`config.mk`:
```
export PLATFORM = sky130hd
export DESIGN_NAME = mux2a1_ochobits_cond_flat
export DESIGN_NICKNAME = d
export VERILOG_FILES = /design/src/rtl/mux2a1_ochobits_cond_pkg.sv /design/src/rtl/mux2a1_ochobits_cond_if.sv /design/src/rtl/mux2a1_ochobits_cond_lane_fifo.sv /design/src/rtl/mux2a1_ochobits_cond.sv /design/src/flat_wrapper.sv
export SDC_FILE = /design/constraint.sdc
export NUM_CORES = 1
export LEC_CHECK = 0
export CAP_MARGIN = 5
export CELL_PAD_IN_SITES_DETAIL_PLACEMENT = 1
export CELL_PAD_IN_SITES_GLOBAL_PLACEMENT = 2
export CORE_UTILIZATION = 36
export CTS_CLUSTER_DIAMETER = 40
export DETAILED_ROUTE_END_ITERATION = 10
export PLACE_DENSITY_LB_ADDON = 0.1
export SYNTH_ARGS = -nofsm -noshare
export SYNTH_HDL_FRONTEND = slang
export SYNTH_SLANG_ARGS = --single-unit
```
`constraint.sdc`:
```
create_clock -name clk_4f -period 2.7 [get_ports clk_4f]
set_input_delay 0.54 -clock clk_4f [delete_from_list [all_inputs] [get_ports clk_4f]]
set_output_delay 0.54 -clock clk_4f [all_outputs]
set_load 0.05 [all_outputs]
```
`src/rtl/mux2a1_ochobits_cond_pkg.sv`:
```
// Shared definitions for the two-lane to one-lane byte interleaver.
// Contents:
//   WIDTH_DEF, DEPTH_DEF  default word width and per-lane FIFO depth.
//   LANE0, LANE1          lane index values carried by `sel`.
package mux_pkg;

  localparam int WIDTH_DEF = 8;
  localparam int DEPTH_DEF = 2;

  localparam logic LANE0 = 1'b0;
  localparam logic LANE1 = 1'b1;

endpackage

```
`src/rtl/mux2a1_ochobits_cond_if.sv`:
```
// Bus bundle for mux2a1_ochobits_cond.
//
// Handshake: valid-only, there is no ready.
//   - validN=1 at a rising edge offers data_inN to lane N. If the lane is full
//     and not popped at that edge, the word is dropped and ovfN latches.
//   - valid_out=1 marks data_out as a new word for exactly that cycle, and the
//     downstream serialiser must take it.
//
// Modports:
//   master  traffic source: drives the lane inputs and observes the outputs.
//   slave   the interleaver: receives the lane inputs and drives the outputs.
interface mux2a1_ochobits_cond_if #(
  parameter int WIDTH = mux_pkg::WIDTH_DEF
);
  logic             valid0;
  logic [WIDTH-1:0] data_in0;
  logic             valid1;
  logic [WIDTH-1:0] data_in1;
  logic             valid_out;
  logic [WIDTH-1:0] data_out;
  logic             sel;
  logic             full0;
  logic             full1;
  logic             ovf0;
  logic             ovf1;

  modport master (
    output valid0, data_in0, valid1, data_in1,
    input  valid_out, data_out, sel, full0, full1, ovf0, ovf1
  );

  modport slave (
    input  valid0, data_in0, valid1, data_in1,
    output valid_out, data_out, sel, full0, full1, ovf0, ovf1
  );
endinterface

```
`src/rtl/mux2a1_ochobits_cond_lane_fifo.sv`:
```
// lane_fifo: one lane's elastic buffer.
// Ports:
//   clk, reset  rising-edge clock, synchronous active-high reset.
//   push, din   write request and word.
//   pop         remove the head word (ignored when empty).
//   head        current head word (meaningful only when not empty).
//   count       number of stored words, 0..DEPTH.
//   full        count == DEPTH.
//   empty       count == 0.
//   ovf         sticky: a push was dropped because the FIFO was full.
module lane_fifo
  import mux_pkg::*;
#(
  parameter int WIDTH = WIDTH_DEF,
  parameter int DEPTH = DEPTH_DEF
) (
  input  logic                       clk,
  input  logic                       reset,
  input  logic                       push,
  input  logic [WIDTH-1:0]           din,
  input  logic                       pop,
  output logic [WIDTH-1:0]           head,
  output logic [$clog2(DEPTH):0]     count,
  output logic                       full,
  output logic                       empty,
  output logic                       ovf
);
  localparam int AW = $clog2(DEPTH);
  localparam int CW = AW + 1;

  logic [WIDTH-1:0] mem [DEPTH];
  logic [AW-1:0]    rd_ptr;
  logic [AW-1:0]    wr_ptr;
  logic [CW-1:0]    cnt;
  logic             ovf_q;
  logic             do_pop;
  logic             do_push;

  assign do_pop  = pop && (cnt != '0);
  // A full lane still accepts a push when the head leaves at the same edge.
  assign do_push = push && ((cnt != CW'(DEPTH)) || do_pop);

  always_ff @(posedge clk) begin
    if (reset) begin
      rd_ptr <= '0;
      wr_ptr <= '0;
      cnt    <= '0;
      ovf_q  <= 1'b0;
    end else begin
      // DEPTH is a power of two, so pointers wrap by natural overflow.
      if (do_push) wr_ptr <= wr_ptr + AW'(1);
      if (do_pop)  rd_ptr <= rd_ptr + AW'(1);
      case ({do_push, do_pop})
        2'b10:   cnt <= cnt + CW'(1);
        2'b01:   cnt <= cnt - CW'(1);
        default: cnt <= cnt;
      endcase
      if (push && !do_push) ovf_q <= 1'b1;
    end
  end

  // Storage carries no reset; the count alone defines which entries are live.
  always_ff @(posedge clk) begin
    if (!reset && do_push) mem[wr_ptr] <= din;
  end

  assign head  = mem[rd_ptr];
  assign count = cnt;
  assign full  = (cnt == CW'(DEPTH));
  assign empty = (cnt == '0);
  assign ovf   = ovf_q;
endmodule

```
`src/rtl/mux2a1_ochobits_cond.sv`:
```
// mux2a1_ochobits_cond: recombines two 8-bit lanes into one stream on clk_4f,
// taking words strictly lane 0, lane 1, lane 0, ... so the original byte order
// is restored. Each lane is buffered by a lane_fifo.
// Ports:
//   clk_4f  sole clock, rising edge.
//   reset   synchronous, active-high.
//   bus     slave side of mux2a1_ochobits_cond_if: lane inputs (validN,
//           data_inN), registered output pair (valid_out, data_out), the
//           lane pointer sel, and per-lane full/ovf flags.
module mux2a1_ochobits_cond
  import mux_pkg::*;
#(
  parameter int WIDTH = WIDTH_DEF,
  parameter int DEPTH = DEPTH_DEF
) (
  input  logic                    clk_4f,
  input  logic                    reset,
  mux2a1_ochobits_cond_if.slave   bus
);
  logic [WIDTH-1:0]          head0, head1;
  logic [$clog2(DEPTH):0]    count0, count1;
  logic                      full0, full1;
  logic                      empty0, empty1;
  logic                      ovf0, ovf1;
  logic                      pop0, pop1;

  logic                      sel_q;
  logic                      valid_q;
  logic [WIDTH-1:0]          data_q;

  // Only the lane sel points at may be popped; an empty selected lane stalls
  // the output even when the other lane has data.
  assign pop0 = (sel_q == LANE0) && !empty0;
  assign pop1 = (sel_q == LANE1) && !empty1;

  lane_fifo #(.WIDTH(WIDTH), .DEPTH(DEPTH)) u_lane0 (
    .clk   (clk_4f),
    .reset (reset),
    .push  (bus.valid0),
    .din   (bus.data_in0),
    .pop   (pop0),
    .head  (head0),
    .count (count0),
    .full  (full0),
    .empty (empty0),
    .ovf   (ovf0)
  );

  lane_fifo #(.WIDTH(WIDTH), .DEPTH(DEPTH)) u_lane1 (
    .clk   (clk_4f),
    .reset (reset),
    .push  (bus.valid1),
    .din   (bus.data_in1),
    .pop   (pop1),
    .head  (head1),
    .count (count1),
    .full  (full1),
    .empty (empty1),
    .ovf   (ovf1)
  );

  always_ff @(posedge clk_4f) begin
    if (reset) begin
      sel_q   <= LANE0;
      valid_q <= 1'b0;
      data_q  <= '0;
    end else if (pop0 || pop1) begin
      data_q  <= (sel_q == LANE1) ? head1 : head0;
      valid_q <= 1'b1;
      sel_q   <= ~sel_q;
    end else begin
      valid_q <= 1'b0;
    end
  end

  assign bus.valid_out = valid_q;
  assign bus.data_out  = data_q;
  assign bus.sel       = sel_q;
  assign bus.full0     = full0;
  assign bus.full1     = full1;
  assign bus.ovf0      = ovf0;
  assign bus.ovf1      = ovf1;
endmodule

```
`src/flat_wrapper.sv`:
```
// flat-port wrapper written by rule: the top's interface ports become plain ports
module mux2a1_ochobits_cond_flat import mux_pkg::*;
#(
  parameter int WIDTH = WIDTH_DEF,
  parameter int DEPTH = DEPTH_DEF
)
  (clk_4f, reset, bus_valid0, bus_data_in0, bus_valid1, bus_data_in1, bus_valid_out, bus_data_out, bus_sel, bus_full0, bus_full1, bus_ovf0, bus_ovf1);
  mux2a1_ochobits_cond_if #(.WIDTH(WIDTH)) bus_i ();
  input  logic clk_4f;
  input  logic reset;
  input wire logic [$bits(bus_i.valid0)-1:0] bus_valid0;
  input wire logic [$bits(bus_i.data_in0)-1:0] bus_data_in0;
  input wire logic [$bits(bus_i.valid1)-1:0] bus_valid1;
  input wire logic [$bits(bus_i.data_in1)-1:0] bus_data_in1;
  output wire logic [$bits(bus_i.valid_out)-1:0] bus_valid_out;
  output wire logic [$bits(bus_i.data_out)-1:0] bus_data_out;
  output wire logic [$bits(bus_i.sel)-1:0] bus_sel;
  output wire logic [$bits(bus_i.full0)-1:0] bus_full0;
  output wire logic [$bits(bus_i.full1)-1:0] bus_full1;
  output wire logic [$bits(bus_i.ovf0)-1:0] bus_ovf0;
  output wire logic [$bits(bus_i.ovf1)-1:0] bus_ovf1;
  assign bus_i.valid0 = bus_valid0;
  assign bus_i.data_in0 = bus_data_in0;
  assign bus_i.valid1 = bus_valid1;
  assign bus_i.data_in1 = bus_data_in1;
  assign bus_valid_out = bus_i.valid_out;
  assign bus_data_out = bus_i.data_out;
  assign bus_sel = bus_i.sel;
  assign bus_full0 = bus_i.full0;
  assign bus_full1 = bus_i.full1;
  assign bus_ovf0 = bus_i.ovf0;
  assign bus_ovf1 = bus_i.ovf1;
  mux2a1_ochobits_cond #(.WIDTH(WIDTH), .DEPTH(DEPTH)) u_core (.clk_4f(clk_4f), .reset(reset), .bus(bus_i));
endmodule
```
==> flow_summary.yaml, run 1 <==
synth:
  ys_seq_area_frac: 0.674
  synthTopCellsByCount: "edfxtp_1, dfxtp_1, nor3_1"
  synthesis.instances: 152
  ys_seq_elements: 54
  yosysMostFrequentCell: "edfxtp_1"
  synth_area_leaders: "edfxtp_1, dfxtp_1, mux2_2"
  syn_area_um2: 2080
  synth-edff-count: 32
  synthArstFlopShare: 0
  synth_area_per_cell_um2: 13.7
  syn-num-nets: 172
  synth_ff_type: "edfxtp_1"
  synth_top_area_cell: "edfxtp_1"
  ys_types: 31
  netlist.area_leader.share: 0.462
  yosys_warnings: 0
clock_tree:
  cts_root_buf: "clkbuf_8"
  post_cts_buffers: 0
  clkTransAtPathRegs_ns: 0.09
  cts_sinks: 54
  cts_tree: "built"
  insertion_delay_ns: 0.30
  htree_num_levels: 2
  clockBufferDepth: 2
  cts_resized: 0
  ctsHoldBuffers: 0
  numCtsBuffers: 5
power_and_ir_drop:
  vdd_ir_drop_max_v: 0.000244
  power_leakage_nw: 0.897
  cellPowerDensity_nw_per_um2: 677
critical_path:
  crit_chain: "clkdlybuf4s50_1"
  cp_max_fo: 15
  slowest_delay_ns: 0.90
  endpoint_kind: "output pin"
  worstPathArrival_ns: 1.85
  critPathBufInv: 1
  crit_type: "reg -> out"
  critPathLaunchType: "flop"
  cp.required_ns: 2.16
  slowest_stage: "clkdlybuf4s50_1"
  crit_family: "buffers and inverters"
timing:
  drv_slew: 0
  setup_viol: 0
  setup_tns_ns: 0
  worst_pin_slew_ns: 0.620
  skew_ns: 0.00721
  hold_viol_final: 0
  rsz0062_at_grt: "no"
  max_freq_ghz: 0.418
  fin_worst_hold_slack_ns: 0.499
  finalCritPeriodShare: 0.886
  maxSlewHeadroom: 0.585
  min_period_ns: 2.39
final_layout:
  seqCellArea_um2: 1400
  multi_input_area_um2: 623
  nets: 208
  n_antenna_cell: 0
  num-fill-cells: 578
  drive_gt1_frac: 0.143
  fin_util: 0.469
  areaGrowthSynthToFinish_pct: 25.1
global_route:
  grt_pass1_vias: 1326
  grt_overflow_total: 0
  grt_pass1_wl_mm: 6.53
  grt_max_degree: 20
  antenna_found_initial: 0
  track_usage: 0.145
place:
  gp_congestion: 0.702
  port_buffers: 33
  hpwl_mm: 3.10
die:
  ios: 34
  die_w_um: 78.0
  fp.dieH_um: 78.0
  rows: 27
  core-area_um2: 5540
  start_util: 0.375
  dieArea_um2: 6080
routing:
  drc: 0
  wl_mm: 4.15
  drt_iter0_drc: 67
  routed_via_density: 4.99
  vias: 1303
  routedWlPerCell_um: 15.9
  ant_nets: 0
  first_pass_iters: 4
flow_run:
  cap_violations: 0
min_path:
  hold_class: "reg -> reg"
run_status:
  status: "complete, no violations"
-- kinds of logic after synthesis --
group,synth area share
AND/OR/NAND/NOR,0.0999
multiplexers,0.0993
buffers and inverters,0.0259
XOR/XNOR,0.0126
AO/OA/AOI/OAI,0.0879
flip-flops,0.674
-- registers in the layout (all words and copies together), names as in the netlist, named ones only --
signal	count
u_core.bus.sel	1
u_core.bus.valid_out	1
u_core.bus.data_out	8
u_core.u_lane0.count	2
u_core.u_lane0.ovf	1
u_core.u_lane1.count	2
u_core.u_lane0.mem	16
u_core.u_lane1.ovf	1
u_core.u_lane0.wr_ptr	1
u_core.u_lane1.rd_ptr	1
u_core.u_lane1.wr_ptr	1
u_core.u_lane0.rd_ptr	1
u_core.u_lane1.mem	16
-- area by class of cell --
class,instances,area share
timing repair buffer,38,0.141
multi-input combinational,87,0.240
tap,72,0.0346
clock buffer,6,0.0279
sequential,54,0.539
clock inverter,2,0.0144
inverter,2,0.00289
-- cells in the final DEF (no fill, tap or decap), types with 2 or more instances in the layout --
cell type,instances
clkdlybuf4s50_1,33
edfxtp_1,32
dfxtp_1,22
nor3_1,14
nor2_1,11
mux2_2,9
mux2i_1,9
a221o_1,8
a21oi_1,7
clkbuf_8,5
buf_4,5
nand2_1,4
nor3b_1,3
xor2_1,3
nor2b_1,3
nand2b_1,2
inv_1,2
or2_2,2
-- routing by layer --
metal / GRT usage / share of wire / up-vias
li1: - / - / 633
met1: 0.168 / 0.43 / 634
met2: 0.254 / 0.52 / 32
met3: 0.0400 / 0.040 / 4
met4: 0.0574 / 0.011 / 0
met5: 0 / 0 / -
-- worst paths after layout --
| kind | startpoint | endpoint | slack, ns | depth (start not counted) |
|---|---|---|---|---|
| worst min-delay path | u_core.u_lane0.ovf | u_core.u_lane0.ovf | 0.50 | 2 |
| worst max register to register | u_core.u_lane0.count[0] | u_core.u_lane0.mem[1][7] | 1.05 | 4 |
| worst min register to register | u_core.u_lane0.ovf | u_core.u_lane0.ovf | 0.50 | 2 |
| worst max-delay path | u_core.bus.sel | bus_sel | 0.31 | 1 |
-- through the flow --
stage	worst slack, ns	total power [mW]	instances	cell area (um2)
after floorplan	0.558	1.15	152	2080
after global placement	0.559	1.24	253	2490
after detailed placement	0.448	1.26	253	2490
after CTS	0.287	1.78	261	2600
after global routing	0.211	1.84	261	2600
final	0.309	1.76	261	2600
-- power breakdown --
group | total (mW) | leakage [nW] | internal [mW] | switching [mW]
Sequential | 0.969 | 0.474 | 0.924 | 0.0444
Combinational | 0.264 | 0.372 | 0.120 | 0.144
Clock | 0.528 | 0.0514 | 0.277 | 0.252
Total | 1.76 | 0.897 | 1.32 | 0.440
Note: power is estimated with default switching activity, not from simulation.
==> inputs of run 2 (changes only) <==
CORE_MARGIN = 1   (was unset)
==> results of run 2 <==
Final layout, timing and power as in run 1 (identical DEF).
